$ cat src/rtl/uart_tx_fifo_if.sv
// Valid/ready byte handshake between a producer and the UART transmitter FIFO.
interface uart_tx_fifo_if #(
    parameter int unsigned P_DATA_BITS = 8
);
    logic                   i_TX_VALID;
    logic [P_DATA_BITS-1:0] i_DATA_IN;
    logic                   o_TX_READY;

    modport master (output i_TX_VALID, output i_DATA_IN, input  o_TX_READY);
    modport slave  (input  i_TX_VALID, input  i_DATA_IN, output o_TX_READY);
endinterface

$ cat src/rtl/uart_tx_fifo.sv
// UART transmitter with an input FIFO; configurable data width, parity and stop bits.
// Frames are sent back-to-back with no idle gap while words are queued.
module uart_tx_fifo #(
    parameter int unsigned P_DATA_BITS  = 8,
    parameter int unsigned P_PARITY     = 0,
    parameter int unsigned P_STOP_BITS  = 1,
    parameter int unsigned P_FIFO_DEPTH = 4
) (
    input  logic                                   i_CLK,
    input  logic                                   i_RESET,
    input  logic                                   i_CLK_ENABLE,
    uart_tx_fifo_if.slave                          tx_if,
    output logic                                   o_TX,
    output logic                                   o_TX_BUSY,
    output logic [$clog2(P_FIFO_DEPTH+1)-1:0]      o_FIFO_COUNT,
    output logic                                   o_FIFO_FULL,
    output logic                                   o_FIFO_EMPTY
);

    localparam int unsigned CNT_W = $clog2(P_FIFO_DEPTH + 1);
    localparam int unsigned PTR_W = $clog2(P_FIFO_DEPTH);
    localparam int unsigned IDX_W = $clog2(P_DATA_BITS);

    localparam logic [IDX_W-1:0] IDX_LAST  = IDX_W'(P_DATA_BITS - 1);
    localparam logic             STOP_LAST = 1'(P_STOP_BITS - 1);
    localparam logic             PAR_EN    = (P_PARITY != 0);
    localparam logic             PAR_ODD   = (P_PARITY == 1);

    typedef enum logic [2:0] {
        ST_IDLE,
        ST_START,
        ST_DATA,
        ST_PARITY,
        ST_STOP
    } state_e;

    state_e                 state_q, state_d;
    logic                   tx_q, tx_d;
    logic [IDX_W-1:0]       idx_q, idx_d;
    logic                   stop_q, stop_d;
    logic [P_DATA_BITS-1:0] shift_q, shift_d;
    logic                   par_q, par_d;

    logic [P_DATA_BITS-1:0] mem_q [P_FIFO_DEPTH];
    logic [PTR_W-1:0]       wr_ptr_q, wr_ptr_d;
    logic [PTR_W-1:0]       rd_ptr_q, rd_ptr_d;
    logic [CNT_W-1:0]       count_q, count_d;

    logic                   fifo_full;
    logic                   fifo_empty;
    logic                   push_c;
    logic                   pop_c;
    logic [P_DATA_BITS-1:0] head;

    assign fifo_full  = (count_q == CNT_W'(P_FIFO_DEPTH));
    assign fifo_empty = (count_q == '0);
    assign head       = mem_q[rd_ptr_q];
    assign push_c     = tx_if.i_TX_VALID && !fifo_full;

    assign tx_if.o_TX_READY = !fifo_full;
    assign o_TX             = tx_q;
    assign o_TX_BUSY        = (state_q != ST_IDLE);
    assign o_FIFO_COUNT     = count_q;
    assign o_FIFO_FULL      = fifo_full;
    assign o_FIFO_EMPTY     = fifo_empty;

    // Frame sequencer: state names the bit currently on the line
    always_comb begin
        state_d = state_q;
        tx_d    = tx_q;
        idx_d   = idx_q;
        stop_d  = stop_q;
        shift_d = shift_q;
        par_d   = par_q;
        pop_c   = 1'b0;
        if (i_CLK_ENABLE) begin
            unique case (state_q)
                ST_IDLE: begin
                    if (!fifo_empty) pop_c = 1'b1;
                end
                ST_START: begin
                    tx_d    = shift_q[0];
                    shift_d = shift_q >> 1;
                    idx_d   = '0;
                    state_d = ST_DATA;
                end
                ST_DATA: begin
                    if (idx_q != IDX_LAST) begin
                        tx_d    = shift_q[0];
                        shift_d = shift_q >> 1;
                        idx_d   = IDX_W'(idx_q + 1'b1);
                    end else if (PAR_EN) begin
                        tx_d    = par_q;
                        state_d = ST_PARITY;
                    end else begin
                        tx_d    = 1'b1;
                        stop_d  = 1'b0;
                        state_d = ST_STOP;
                    end
                end
                ST_PARITY: begin
                    tx_d    = 1'b1;
                    stop_d  = 1'b0;
                    state_d = ST_STOP;
                end
                ST_STOP: begin
                    if (stop_q != STOP_LAST) begin
                        stop_d = 1'(stop_q + 1'b1);
                    end else if (!fifo_empty) begin
                        pop_c = 1'b1;
                    end else begin
                        tx_d    = 1'b1;
                        state_d = ST_IDLE;
                    end
                end
                default: begin
                    tx_d    = 1'b1;
                    state_d = ST_IDLE;
                end
            endcase
            // Loading the head word and driving the start bit happen together
            if (pop_c) begin
                tx_d    = 1'b0;
                shift_d = head;
                par_d   = (^head) ^ PAR_ODD;
                state_d = ST_START;
            end
        end
    end

    // FIFO pointers and occupancy
    always_comb begin
        wr_ptr_d = wr_ptr_q;
        rd_ptr_d = rd_ptr_q;
        count_d  = count_q;
        if (push_c) wr_ptr_d = PTR_W'(wr_ptr_q + 1'b1);
        if (pop_c)  rd_ptr_d = PTR_W'(rd_ptr_q + 1'b1);
        unique case ({push_c, pop_c})
            2'b10:   count_d = CNT_W'(count_q + 1'b1);
            2'b01:   count_d = CNT_W'(count_q - 1'b1);
            default: count_d = count_q;
        endcase
    end

    always_ff @(posedge i_CLK) begin
        if (i_RESET) begin
            state_q  <= ST_IDLE;
            tx_q     <= 1'b1;
            idx_q    <= '0;
            stop_q   <= 1'b0;
            shift_q  <= '0;
            par_q    <= 1'b0;
            wr_ptr_q <= '0;
            rd_ptr_q <= '0;
            count_q  <= '0;
        end else begin
            state_q  <= state_d;
            tx_q     <= tx_d;
            idx_q    <= idx_d;
            stop_q   <= stop_d;
            shift_q  <= shift_d;
            par_q    <= par_d;
            wr_ptr_q <= wr_ptr_d;
            rd_ptr_q <= rd_ptr_d;
            count_q  <= count_d;
        end
    end

    // Storage array needs no reset; occupancy alone defines validity
    always_ff @(posedge i_CLK) begin
        if (push_c && !i_RESET) mem_q[wr_ptr_q] <= tx_if.i_DATA_IN;
    end

endmodule

$ cat src/flat_wrapper.sv
// flat-port wrapper written by rule: the top's interface ports become plain ports
module uart_tx_fifo_flat 
#(
    parameter int unsigned P_DATA_BITS  = 8,
    parameter int unsigned P_PARITY     = 0,
    parameter int unsigned P_STOP_BITS  = 1,
    parameter int unsigned P_FIFO_DEPTH = 4
)
  (i_CLK, i_RESET, i_CLK_ENABLE, o_TX, o_TX_BUSY, o_FIFO_COUNT, o_FIFO_FULL, o_FIFO_EMPTY, tx_if_i_TX_VALID, tx_if_i_DATA_IN, tx_if_o_TX_READY);
  uart_tx_fifo_if #(.P_DATA_BITS(P_DATA_BITS)) tx_if_i ();
  input  logic i_CLK;
  input  logic i_RESET;
  input  logic i_CLK_ENABLE;
  output logic o_TX;
  output logic o_TX_BUSY;
  output logic [$clog2(P_FIFO_DEPTH+1)-1:0] o_FIFO_COUNT;
  output logic o_FIFO_FULL;
  output logic o_FIFO_EMPTY;
  input wire logic [$bits(tx_if_i.i_TX_VALID)-1:0] tx_if_i_TX_VALID;
  input wire logic [$bits(tx_if_i.i_DATA_IN)-1:0] tx_if_i_DATA_IN;
  output wire logic [$bits(tx_if_i.o_TX_READY)-1:0] tx_if_o_TX_READY;
  assign tx_if_i.i_TX_VALID = tx_if_i_TX_VALID;
  assign tx_if_i.i_DATA_IN = tx_if_i_DATA_IN;
  assign tx_if_o_TX_READY = tx_if_i.o_TX_READY;
  uart_tx_fifo #(.P_DATA_BITS(P_DATA_BITS), .P_PARITY(P_PARITY), .P_STOP_BITS(P_STOP_BITS), .P_FIFO_DEPTH(P_FIFO_DEPTH)) u_core (.i_CLK(i_CLK), .i_RESET(i_RESET), .i_CLK_ENABLE(i_CLK_ENABLE), .tx_if(tx_if_i), .o_TX(o_TX), .o_TX_BUSY(o_TX_BUSY), .o_FIFO_COUNT(o_FIFO_COUNT), .o_FIFO_FULL(o_FIFO_FULL), .o_FIFO_EMPTY(o_FIFO_EMPTY));
endmodule
$ cat config.mk
export PLATFORM = sky130hd
export DESIGN_NAME = uart_tx_fifo_flat
export DESIGN_NICKNAME = d
export VERILOG_FILES = /design/src/rtl/uart_tx_fifo_if.sv /design/src/rtl/uart_tx_fifo.sv /design/src/flat_wrapper.sv
export SDC_FILE = /design/constraint.sdc
export NUM_CORES = 1
export LEC_CHECK = 0
export ABC_AREA = 1
export BUFFER_PORTS_ARGS = -buffer_cell sky130_fd_sc_hd__buf_2
export CAP_MARGIN = 20
export CORE_UTILIZATION = 40
export CTS_BUF_LIST = sky130_fd_sc_hd__clkbuf_16
export DETAILED_ROUTE_END_ITERATION = 16
export GPL_ROUTABILITY_DRIVEN = 0
export MAX_ROUTING_LAYER = met4
export PLACE_DENSITY = 0.57
export SYNTH_ARGS = -nofsm -noshare
export SYNTH_HDL_FRONTEND = slang
export SYNTH_SLANG_ARGS = --single-unit
export TNS_END_PERCENT = 10
$ cat constraint.sdc
create_clock -name i_CLK -period 4.38 [get_ports i_CLK]
set_clock_uncertainty 0.2 [all_clocks]
set_input_delay 0.219 -clock i_CLK [delete_from_list [all_inputs] [get_ports i_CLK]]
set_output_delay 0.219 -clock i_CLK [all_outputs]
set_load 0.01 [all_outputs]
---- After elaboration in Yosys (flattened, before gate mapping) ----
Memory sizes are Yosys's and may differ from the RTL's. A register that Yosys moved wholly into a read port is not among the register bits.
Cells that the tools add are included.
operators by class
  equality and inequality tests ........... 15
  reduce and logical (&&, ||, !) cells .... 16
  add/sub/neg operators ................... 6
  mux-type cells .......................... 28
operator list
  cell                                                    count
  2-to-1 mux 8 bit                                        2
  one-hot mux 8 bit (2 select lines)                      1
  2-to-1 mux 3 bit                                        5
  one-hot mux 3 bit (5 select lines)                      1
  2-to-1 mux 1 bit                                        12
  one-hot mux 3 bit (2 select lines)                      2
  inequality test 3 bit (second input constant)           3
  AND reduction 3 bit                                     3
  nonzero test 3 bit                                      3
  adder 3 x 1 -> 3 bit (second input constant)            2
  equality test 3 x 2 -> 1 bit (second input constant)    2
  equality test 3 bit (second input constant)             2
  zero test 3 bit                                         2
  AND reduction 5 bit                                     1
  adder 2 x 1 -> 2 bit (second input constant)            2
  2-to-1 mux 2 bit                                        2
  inequality test 2 x 1 -> 1 bit (second input constant)  2
  one-hot mux 1 bit (4 select lines)                      1
  AND reduction 4 bit                                     1
  nonzero test 2 bit                                      2
  equality test 3 x 1 -> 1 bit (second input constant)    1
  inequality test 3 x 1 -> 1 bit (second input constant)  1
  inequality test 3 x 2 -> 1 bit (second input constant)  1
  one-hot mux 1 bit (3 select lines)                      1
  other kinds (8)                                         10
storage, ports and cells
  bits in writable memories ............... 32
  output and inout bits ................... 8
  logic and storage cells ................. 74
  register bits after elaboration ......... 23
  bits of input ports ..................... 12
  memories kept ........................... 1
memory list
  name          depth  bits a word  rd ports  clocked after memory_dff  wr ports  line                text
  u_core.mem_q  4      8            1         1                         1         uart_tx_fifo.sv:44  logic [P_DATA_BITS-1:0] mem_q [P_FIFO_DEPTH];

---- Logic depth before layout (Yosys ltp) ----
Gate-level depths: netlist of the first run.
  word-level depth ........................ 8
  mapped depth ............................ 10

---- Least setup slack after synthesis of the first run ----
OpenSTA, ideal clock, no wires.
  path kind ............................... register -> register
  start ................................... register u_core.count_q[1] (netlist: u_core.o_FIFO_COUNT[1])
  end ..................................... register u_core.count_q[2] (netlist: u_core.o_FIFO_COUNT[2])
  stages on the path, launching flop included .. 10
  arrival ................................. 1.839 ns
  setup time .............................. 0.122 ns
  required time ........................... 4.058 ns
  slack ................................... 2.219 ns
  clock period less this slack ............ 2.161 ns
  cells stage by stage .................... dfxtp_1 > inv_1 > nand3_1 > nand2_1 > ha_1 > fa_1 > a21oi_1 > o21ai_0 > o21ai_0 > a21oi_1
on the way
  elaborated cells between the ends (all ways) .. 15
  those cells by class .................... add/sub (2); eq/ne (3); mux (6); reduce/logical (4)
RTL lines
  what                                                                             line                 text
  start: declaration                                                               uart_tx_fifo.sv:47   logic [CNT_W-1:0] count_q, count_d;
  start signal: assignment                                                         uart_tx_fifo.sv:165  count_q <= count_d;
  equality test 3 bit *                                                            uart_tx_fifo.sv:55   assign fifo_full = (count_q == CNT_W'(P_FIFO_DEPTH));
  zero test 1 bit *                                                                n/a
  via tx_if_o_TX_READY                                                             flat_wrapper.sv:21   output wire logic [$bits(tx_if_i.o_TX_READY)-1:0] tx_if_o_TX_READY;
  logical AND 1 bit *                                                              uart_tx_fifo.sv:58   assign push_c = tx_if.i_TX_VALID && !fifo_full;
  equality test 2 x 1 -> 1 bit / equality test 2 bit (equally long branches)       uart_tx_fifo.sv:138  unique case ({push_c, pop_c})
  one-hot mux 3 bit (2 select lines) / nonzero test 2 bit (equally long branches)  n/a
The timed path passes the listed nets; every way through them passes the cells marked *. The select of a mux whose other input is x is not followed.
A chain may end at the register's enable or synchronous reset.

---- Worst setup path in the final report of the first run ----
  start ................................... input port i_RESET
  end ..................................... memory u_core.mem_q[1][5], enable pin
on the way
  longest elaborated chain between the ends .. 4
ends and longest elaborated chain
  what                                    line                 text
  start: declaration                      flat_wrapper.sv:12   input logic i_RESET;
  zero test 1 bit                         uart_tx_fifo.sv:171  if (push_c && !i_RESET) mem_q[wr_ptr_q] <= tx_if.i_DATA_IN;
  logical AND 1 bit                       uart_tx_fifo.sv:171
  2-to-1 mux 1 bit                        uart_tx_fifo.sv:171
  2-to-1 mux 1 bit (implied by the code)  uart_tx_fifo.sv:171
  end: declaration                        uart_tx_fifo.sv:44
No other way between the ends.

==> results of run 1 <==
[what timing repair did]
item,4_1_cts,5_1_grt
hold endpoints to repair,37,0
setup buffers,0,0
hold buffers,9,0
gates resized for setup,0,0
endpoints found under the setup margin,0,0
[cells by family (layout without fill, tap and decap cells)]
kind of cell	after synthesis	in the layout
and+or+nand+nor	158	158
buffers and inverters	71	99
DFF	56	56
xor gates and xnor gates	1	1
adders and majority gates	8	8
AOI/OAI and AO/OA	21	21
[worst min-delay path by stage]
stage,end,from,depth (start not counted)
after CTS,u_core.wr_ptr_q[0],tx_if_i_TX_VALID,3
after detailed placement,u_core.mem_q[0][5],tx_if_i_DATA_IN[5],1
after global placement,u_core.mem_q[0][5],tx_if_i_DATA_IN[5],1
after floorplan,u_core.idx_q[1],i_RESET,1
final,u_core.wr_ptr_q[0],tx_if_i_TX_VALID,3
after global routing,u_core.wr_ptr_q[0],tx_if_i_TX_VALID,3
[flip-flops by register name, indices dropped and copies added (netlist names), named ones only]
name / count
u_core.mem_q: 32
u_core.rd_ptr_q: 2
u_core.o_TX: 1
u_core.state_q: 3
u_core.shift_q: 8
u_core.idx_q: 3
u_core.o_FIFO_COUNT: 3
u_core.wr_ptr_q: 2
[power by group]
part           internal (mW)  leakage, nW  total (mW)  switching, mW
clock network          0.207       0.0618       0.382          0.175
registers              0.638        0.488       0.710         0.0711
logic                  0.227        0.871       0.654          0.427
total                   1.07         1.42        1.75          0.673
[cells in the mapped netlist]
| library cell | n | area [um2] |
|---|---|---|
| nand2_1 | 88 | 330.3 |
| inv_1 | 59 | 221.5 |
| nand3_1 | 34 | 170.2 |
| edfxtp_1 | 32 | 960.9 |
| nor2_1 | 26 | 97.59 |
| dfxtp_1 | 24 | 480.5 |
| a21oi_1 | 13 | 65.06 |
| ha_1 | 7 | 87.58 |
| o21ai_0 | 7 | 35.03 |
| nand3_2 | 4 | 40.04 |
| nor2_2 | 4 | 25.02 |
| buf_4 | 3 | 22.52 |
| inv_2 | 3 | 11.26 |
| buf_2 | 2 | 10.01 |
| buf_6 | 2 | 22.52 |
| clkinv_1 | 1 | 3.750 |
| fa_1 | 1 | 20.02 |
| inv_4 | 1 | 6.260 |
| nand2_2 | 1 | 6.260 |
| nand4_1 | 1 | 6.260 |
| o21ai_1 | 1 | 5.000 |
| xor2_1 | 1 | 8.760 |
[through the flow]
stage | utilization (%) | hold WS, ns
2_1_floorplan | - | 0.08807
3_3_place_gp | 43.67 | 0.2381
3_5_place_dp | 43.67 | 0.2386
4_1_cts | 47.25 | 0.09349
5_1_grt | 47.25 | 0.1289
6_report | 47.25 | 0.09387
[metal layers]
| layer | vias to the layer above | share of wire, % | track usage [%] |
|---|---|---|---|
| li1 | 1033 | - | - |
| met1 | 873 | 50 | 19.99 |
| met3 | 8 | 4.0 | 3.380 |
| met5 | - | 0 | - |
| met2 | 29 | 44 | 24.66 |
| met4 | 0 | 1.7 | 6.113 |
[layout make-up]
type / count / area (um2) / area share (%)
clock inverter: 2 / 12.51 / 0.4170
tap: 77 / 96.34 / 3.211
sequential: 56 / 1441 / 48.04
multi-input combinational: 188 / 897.1 / 29.90
timing repair buffer: 28 / 185.2 / 6.172
inverter: 64 / 242.7 / 8.090
clock buffer: 5 / 125.1 / 4.170
[worst register-to-register path, cell delays in order, from the launching register on]
cell     delay (ns)
dfxtp_1        0.33
inv_1          0.12
nand3_2        0.14
nand3_2        0.20
inv_2          0.09
ha_1           0.23
fa_1           0.40
a21oi_1        0.14
o21ai_0        0.10
o21ai_0        0.16
a21oi_1        0.06
==> results_dict.tcl, run 1 <==
set metrics [dict create \
    outcome "finished clean" \
    tightest_slew_ns 0.7849 \
    viasPerCell 4.626 \
    max_cap_violations 0 \
    final_area_mm2 0.003000 \
    worstSetupPathType "in -> reg" \
    p_leak_nw 1.421 \
    drt-total-wl_um 4825 \
    crit_start "i_RESET" \
    p_per_area_mw_per_mm2 581.9 \
    grt_setup_unrepaired "no" \
    synth.area.mux_share_pct 0 \
    antenna_found_initial 0 \
    dieWidth_um 83.19 \
    remaining_drc_errors 0 \
    drv_slew 0 \
    clock_path_buffers 2 \
    hold_viol_final 0 \
    synthXorXnorAreaFrac_pct 0.3322 \
    clock_latency_ns 0.29 \
    die_area_mm2 0.006920 \
    layout.cells.non_filler 420 \
    core-area_mm2 0.006350 \
    yosysWarnings 0 \
    cts-htree-levels 2 \
    initial_core_util_pct 41.52 \
    dieHeight_um 83.19 \
    postSynthAreaPerCell_um2 8.369 \
    arrival_ns 2.04 \
    io_buffers 19 \
    max_slew_margin_pct 47.48 \
    pin_count 20 \
    reg2reg_depth 10 \
    fillCellCount 600 \
    ys_ff_latch 56 \
    synth_top_family_by_area "simple AND/OR/NAND/NOR gates" \
    gr-total-overflow 0 \
    vias 1943 \
    rr_endpoint "u_core.o_FIFO_COUNT[2]" \
    irDropWorstVdd_v 0.0003551 \
    synth_compound_area_share_pct 3.987 \
    final_common_cell "nand2_1" \
    fin_crit_sh_pct 53.00 \
    dp_cells 404 \
    numCtsBuffers 5 \
    dp_hpwl_um 3296 \
    setup_tns_ns 0 \
    fin_ws_ns 2.059 \
    critPathSlowestCell "nor2_1" \
    synthAdderAreaFrac_pct 4.082 \
    tritoncts "yes" \
    cp_cell_sequence "dlygate4sd3_1, buf_2, clkinv_1, nand3_1, nor2_1" \
    synthSimpleGateAreaFrac_pct 25.63 \
    ys_types 22 \
    cp.required_ns 4.10 \
    synth_area_mm2 0.002636 \
    synth_sequential_area_ratio_pct 54.67 \
    pre_cts_ws_ns 2.108 \
    reg2reg_from "u_core.o_FIFO_COUNT[0]" \
    grt_max_degree 20 \
    nNetsFinal 363 \
    ff2ff_setup_slack_ns 2.09 \
    syn_nets 335 \
    grt_pass1_vias 1804 \
    first_pass_iters 4 \
    rows 29 \
    antenna_left 0 \
    n_antenna_cell 0 \
    period_needed_ns 2.321 \
    crit_fanout 19 \
    dpl_cell_area_mm2 0.002773 \
    area_delta_synth_final_pct 13.81 \
    grt_first_pass_wirelength_um 8293 \
    drive_gt1_share_pct 11.37 \
    clock-sinks 56 \
    clk_pin_slew_ns 0.07 \
    cp-end-kind "flip-flop" \
    setup_viol 0 \
    path_delay_family "buffers and inverters" \
    wl_per_cell_um 11.49 \
    cts_root_buf "clkbuf_16" \
    crit_buf_inv 3 \
    first_iter_violations 133 \
    power_mw 1.746 \
    worstSetupEndpoint "u_core.mem_q[1][5]" \
    path_depth 5 \
    hold_class "in -> reg" \
    clock.fmax_mhz 430.8 \
    startpoint_type "input pin" \
    track_usage_pct 15.74 \
    critical_path.max_stage_delay_ns 0.64 \
    netlist_instances 315 \
    layout_common_cells "88 x nand2_1, 59 x inv_1, 34 x nand3_1" \
]
Note: power is estimated with default switching activity, not from simulation.
==> inputs of run 2 (changes only) <==
- PLACE_DENSITY: 0.57 -> 0.59
- clock period: 4.38 -> 2.1 ns (I/O delays scaled with it)
==> run 2 against run 1 <==
  * Sequential share of layout area is 2.1 points lower
  * First-iteration DRC count decreased by 9.0%
  * Global-route usage increased by 1.2 points
  * Cell area up 4.7%
  * Worst setup slack worse by 1.9 ns
  * Critical path depth grew 5
  * Largest cell class unchanged
  * Highest routed layer unchanged
==> results_dict.tcl, run 2 (synthesis results as in run 1) <==
set metrics [dict create \
    rows 29 \
    dp_hpwl_um 3375 \
    arrival_ns 1.95 \
    n_antenna_cell 0 \
    tightest_slew_ns 0.3336 \
    regMostFlops "u_core.mem_q" \
    clock.fmax_mhz 506.3 \
    max_slew_margin_pct 77.73 \
    first_pass_iters 4 \
    first_iter_violations 121 \
    grt_max_degree 19 \
    reg2reg_depth 10 \
    antenna_left 0 \
    path_depth 10 \
    numCtsBuffers 5 \
    drive_gt1_share_pct 15.97 \
    drv_slew 0 \
    final_common_cell "nand2_1" \
    hold_viol_final 0 \
    clock_latency_ns 0.29 \
    cp_cell_sequence "inv_2, nand3_2, nand3_4, inv_2, ha_2, fa_1, a21oi_1, o21ai_1, o21ai_1, a21oi_1" \
    clock_path_buffers 2 \
    grt_setup_unrepaired "no" \
    dieHeight_um 83.19 \
    reg.largest.list "u_core.mem_q: 32 flops, u_core.shift_q: 8 flops" \
    cp.required_ns 2.08 \
    tritoncts "yes" \
    setup_viol 0 \
    vias 1989 \
    pin_count 20 \
    core-area_mm2 0.006350 \
    cp-end-kind "flip-flop" \
    antenna_found_initial 0 \
    outcome "finished clean" \
    nNetsFinal 376 \
    clock-sinks 56 \
    largest_register_ff_count 32 \
    max_cap_violations 0 \
    die_area_mm2 0.006920 \
    fin_crit_sh_pct 94.06 \
    period_needed_ns 1.975 \
    remaining_drc_errors 0 \
    crit_buf_inv 2 \
    irDropWorstVdd_v 0.0007110 \
    layout_common_cells "88 x nand2_1, 58 x inv_1, 33 x nand3_1" \
    wl_per_cell_um 11.48 \
    initial_core_util_pct 41.52 \
    p_leak_nw 1.504 \
    crit_fanout 3 \
    pre_cts_ws_ns -0.01863 \
    drt-total-wl_um 4984 \
    clk_pin_slew_ns 0.07 \
    setup_tns_ns 0 \
    area_delta_synth_final_pct 19.13 \
    cts-htree-levels 2 \
    critPathSlowestCell "fa_1" \
    dieWidth_um 83.19 \
    fin_ws_ns 0.1247 \
    power_mw 3.906 \
    grt_first_pass_wirelength_um 9039 \
    fillCellCount 589 \
    cts_root_buf "clkbuf_16" \
    grt_pass1_vias 2008 \
    fin_util_pct 49.46 \
    worstSetupPathType "reg -> reg" \
    viasPerCell 4.583 \
    gr-total-overflow 0 \
    track_usage_pct 16.91 \
    startpoint_type "flip-flop" \
    hold_path_depth 4 \
    io_buffers 19 \
    p_per_area_mw_per_mm2 1244 \
    path_delay_family "adder cells" \
    hold_class "in -> reg" \
    critical_path.max_stage_delay_ns 0.39 \
]
==> run 2: cell count changes in the layout (fill, tap and decap cells not counted), moves of 2 or more <==
cell | previous run | this run
inv_2 | 3 | 5
o21ai_1 | 1 | 3
buf_4 | 0 | 13
o21ai_0 | 7 | 5
==> run 2: final timing paths <==
path	startpoint	endpoint	slack (ns)
worst max-delay path	u_core.o_FIFO_COUNT[1]	u_core.o_FIFO_COUNT[2]	0.12
worst min-delay path	i_CLK_ENABLE	u_core.state_q[2]	0.04
worst max register to register	u_core.o_FIFO_COUNT[1]	u_core.o_FIFO_COUNT[2]	0.12
worst min register to register	u_core.idx_q[1]	u_core.idx_q[1]	0.27
==> run 2: power breakdown <==
| group | switching, mW | total (mW) | internal (mW) |
|---|---|---|---|
| Combinational | 0.962 | 1.54 | 0.581 |
| Sequential | 0.117 | 1.45 | 1.33 |
| Clock | 0.358 | 0.913 | 0.555 |
==> run 2: routing by layer <==
layer	up-vias	wire, um	global-route usage, %
met4	0	80	7.053
li1	1064	-	-
met3	5	146	2.485
met5	-	0	-
met2	31	2339	27.65
met1	889	2418	21.05
==> run 2: layout make-up <==
type	count	area, um2	share of cell area, %
Clock buffer	5	125.1	3.984
Clock inverter	3	38.79	1.235
Inverter	64	242.7	7.729
Multi-Input combinational cell	188	912.1	29.04
Sequential cell	56	1443	45.94
Tap cell	77	96.34	3.068
Timing Repair Buffer	41	282.8	9.004
==> run 2: timing repair <==
item | CTS | global route
resized for setup | 2 | 4
endpoints found under the setup margin | 1 | 1
hold buffers | 9 | 0
setup buffers | 0 | 0
hold endpoints to repair | 37 | 0
pin swaps | 0 | 0
==> run 2: through the flow <==
step	hold slack, ns	area, um2	std cells
3_3_place_gp	0.1211	2883	417
6_report	0.03540	3141	434
2_1_floorplan	-0.02593	2649	315
5_1_grt	0.06903	3141	434
4_1_cts	0.02603	3138	434
3_5_place_dp	0.1269	2883	417
==> run 2: tightest hold or removal path: stages <==
cell and delay (ns):
buf_2 0.14, inv_1 0.10, nand2_1 0.07, a21oi_1 0.06
==> inputs of run 3 (changes only) <==
- SETUP_SLACK_MARGIN: default -> 0.15
==> run 3 against run 2 <==
  * Core utilization grew 1.7 points
  * Die area is the same
  * Highest routed layer unchanged
  * Final cell count grew 1.4%
  * Global-route usage shrank 1.2 points
  * Largest power group unchanged
  * Cell area grew 3.5%
==> results_dict.tcl, run 3 (synthesis results as in run 1) <==
set metrics [dict create \
    irDropWorstVdd_v 0.0007253 \
    largest_register_ff_count 32 \
    clock-sinks 56 \
    critPathSlowestCell "fa_2" \
    n_antenna_cell 0 \
    cp_cell_sequence "inv_4, nand3_4, nand3_4, inv_4, ha_4, fa_2, a21oi_2, o21ai_2, o21ai_1, a21oi_1" \
    track_usage_pct 15.74 \
    vias 2040 \
    startpoint_type "flip-flop" \
    fin_crit_sh_pct 91.51 \
    cp-end-kind "flip-flop" \
    pin_count 20 \
    max_slew_margin_pct 78.87 \
    initial_core_util_pct 41.52 \
    crit_fanout 4 \
    drt-total-wl_um 5103 \
    antenna_found_initial 0 \
    grt_pass1_vias 1955 \
    pre_cts_ws_ns 0.1611 \
    p_leak_nw 1.537 \
    clock_latency_ns 0.29 \
    hold_path_depth 4 \
    period_needed_ns 1.922 \
    hold_class "in -> reg" \
    io_buffers 19 \
    remaining_drc_errors 0 \
    dp_hpwl_um 3374 \
    max_cap_violations 0 \
    tritoncts "yes" \
    hold_viol_final 0 \
    nNetsFinal 382 \
    reg.largest.list "u_core.mem_q: 32 flops, u_core.shift_q: 8 flops" \
    grt_first_pass_wirelength_um 8542 \
    arrival_ns 1.90 \
    core-area_mm2 0.006350 \
    path_depth 10 \
    cts-htree-levels 2 \
    cp.required_ns 2.08 \
    rows 29 \
    dieHeight_um 83.19 \
    final_common_cell "nand2_1" \
    reg2reg_depth 10 \
    critical_path.max_stage_delay_ns 0.40 \
    first_pass_iters 4 \
    gr-total-overflow 0 \
    grt_setup_unrepaired "yes" \
    regMostFlops "u_core.mem_q" \
    die_area_mm2 0.006920 \
    area_delta_synth_final_pct 23.30 \
    grt_max_degree 19 \
    clock_path_buffers 2 \
    wl_per_cell_um 11.60 \
    setup_viol 0 \
    fillCellCount 580 \
    antenna_left 0 \
    drv_slew 0 \
    clk_pin_slew_ns 0.07 \
    worstSetupPathType "reg -> reg" \
    numCtsBuffers 5 \
    p_per_area_mw_per_mm2 1269 \
    layout_common_cells "87 x nand2_1, 56 x inv_1, 33 x nand3_1" \
    drive_gt1_share_pct 19.01 \
    path_delay_family "adder cells" \
    viasPerCell 4.636 \
    setup_tns_ns 0 \
    outcome "finished clean" \
    dieWidth_um 83.19 \
    crit_buf_inv 2 \
    tightest_slew_ns 0.3163 \
    fin_ws_ns 0.1783 \
    first_iter_violations 150 \
    cts_root_buf "clkbuf_16" \
    clock.fmax_mhz 520.4 \
]
[run 3: cell types whose count changed in the layout (fill, tap and decap cells not counted), sizes merged]
cell | previous run | this run
dlygate4sd3 | 9 | 10
clkinvlp | 1 | 0
buf | 32 | 37
clkinv | 1 | 3
inv | 64 | 63
[run 3: repair_timing]
item	in CTS	in global routing
hold endpoints to repair	39	0
buffers inserted	0	8
pin swaps	0	6
setup endpoints to repair	1	2
resized for setup	4	11
hold buffers	10	0
[run 3: final cells by class]
type / count / area [um2] / share of cell area (%)
Sequential cell: 56 / 1454 / 44.73
Multi-Input combinational cell: 188 / 954.7 / 29.37
Timing Repair Buffer: 47 / 330.3 / 10.16
Clock buffer: 5 / 125.1 / 3.849
Tap cell: 77 / 96.34 / 2.964
Inverter: 64 / 252.7 / 7.775
Clock inverter: 3 / 37.54 / 1.155
[run 3: power breakdown]
group	internal (mW)	switching [mW]
Clock	0.555	0.356
Combinational	0.689	1.05
Sequential	1.35	0.124
Total	2.59	1.53
[run 3: worst min-delay path: cells and delay by family]
family                 cells  cell delay, ns
buffers and inverters      2            0.24
AND/OR/NAND/NOR            1            0.07
AO/OA/AOI/OAI              1            0.05
[run 3: routing by layer]
metal  vias to the layer above  share of wire (%)  track usage, %
met3                         7                2.0           2.485
met1                       937                 49           20.08
met4                         0                1.4           5.956
met2                        20                 47           25.34
met5                         -                  0               -
li1                       1076                  -               -
[run 3: worst paths after layout]
path	start	to	slack (ns)
min reg2reg	u_core.idx_q[2]	u_core.idx_q[2]	0.27
max reg2reg	u_core.o_FIFO_COUNT[0]	u_core.o_FIFO_COUNT[2]	0.18
min	i_CLK_ENABLE	u_core.state_q[2]	0.02
max	u_core.o_FIFO_COUNT[0]	u_core.o_FIFO_COUNT[2]	0.18
[run 3: through the flow]
step                std cells  hold slack (ns)  utilization, %  power, mW  cell area (um2)
floorplan                 315         -0.02593               -      2.644             2664
global placement          414           0.1184           45.28      2.984             2875
detailed placement        414           0.1209           45.28      3.011             2875
CTS                       432          0.01835           49.60      3.959             3149
global route              440          0.05792           51.19      4.438             3251
finish                    440          0.02417           51.19      4.126             3251
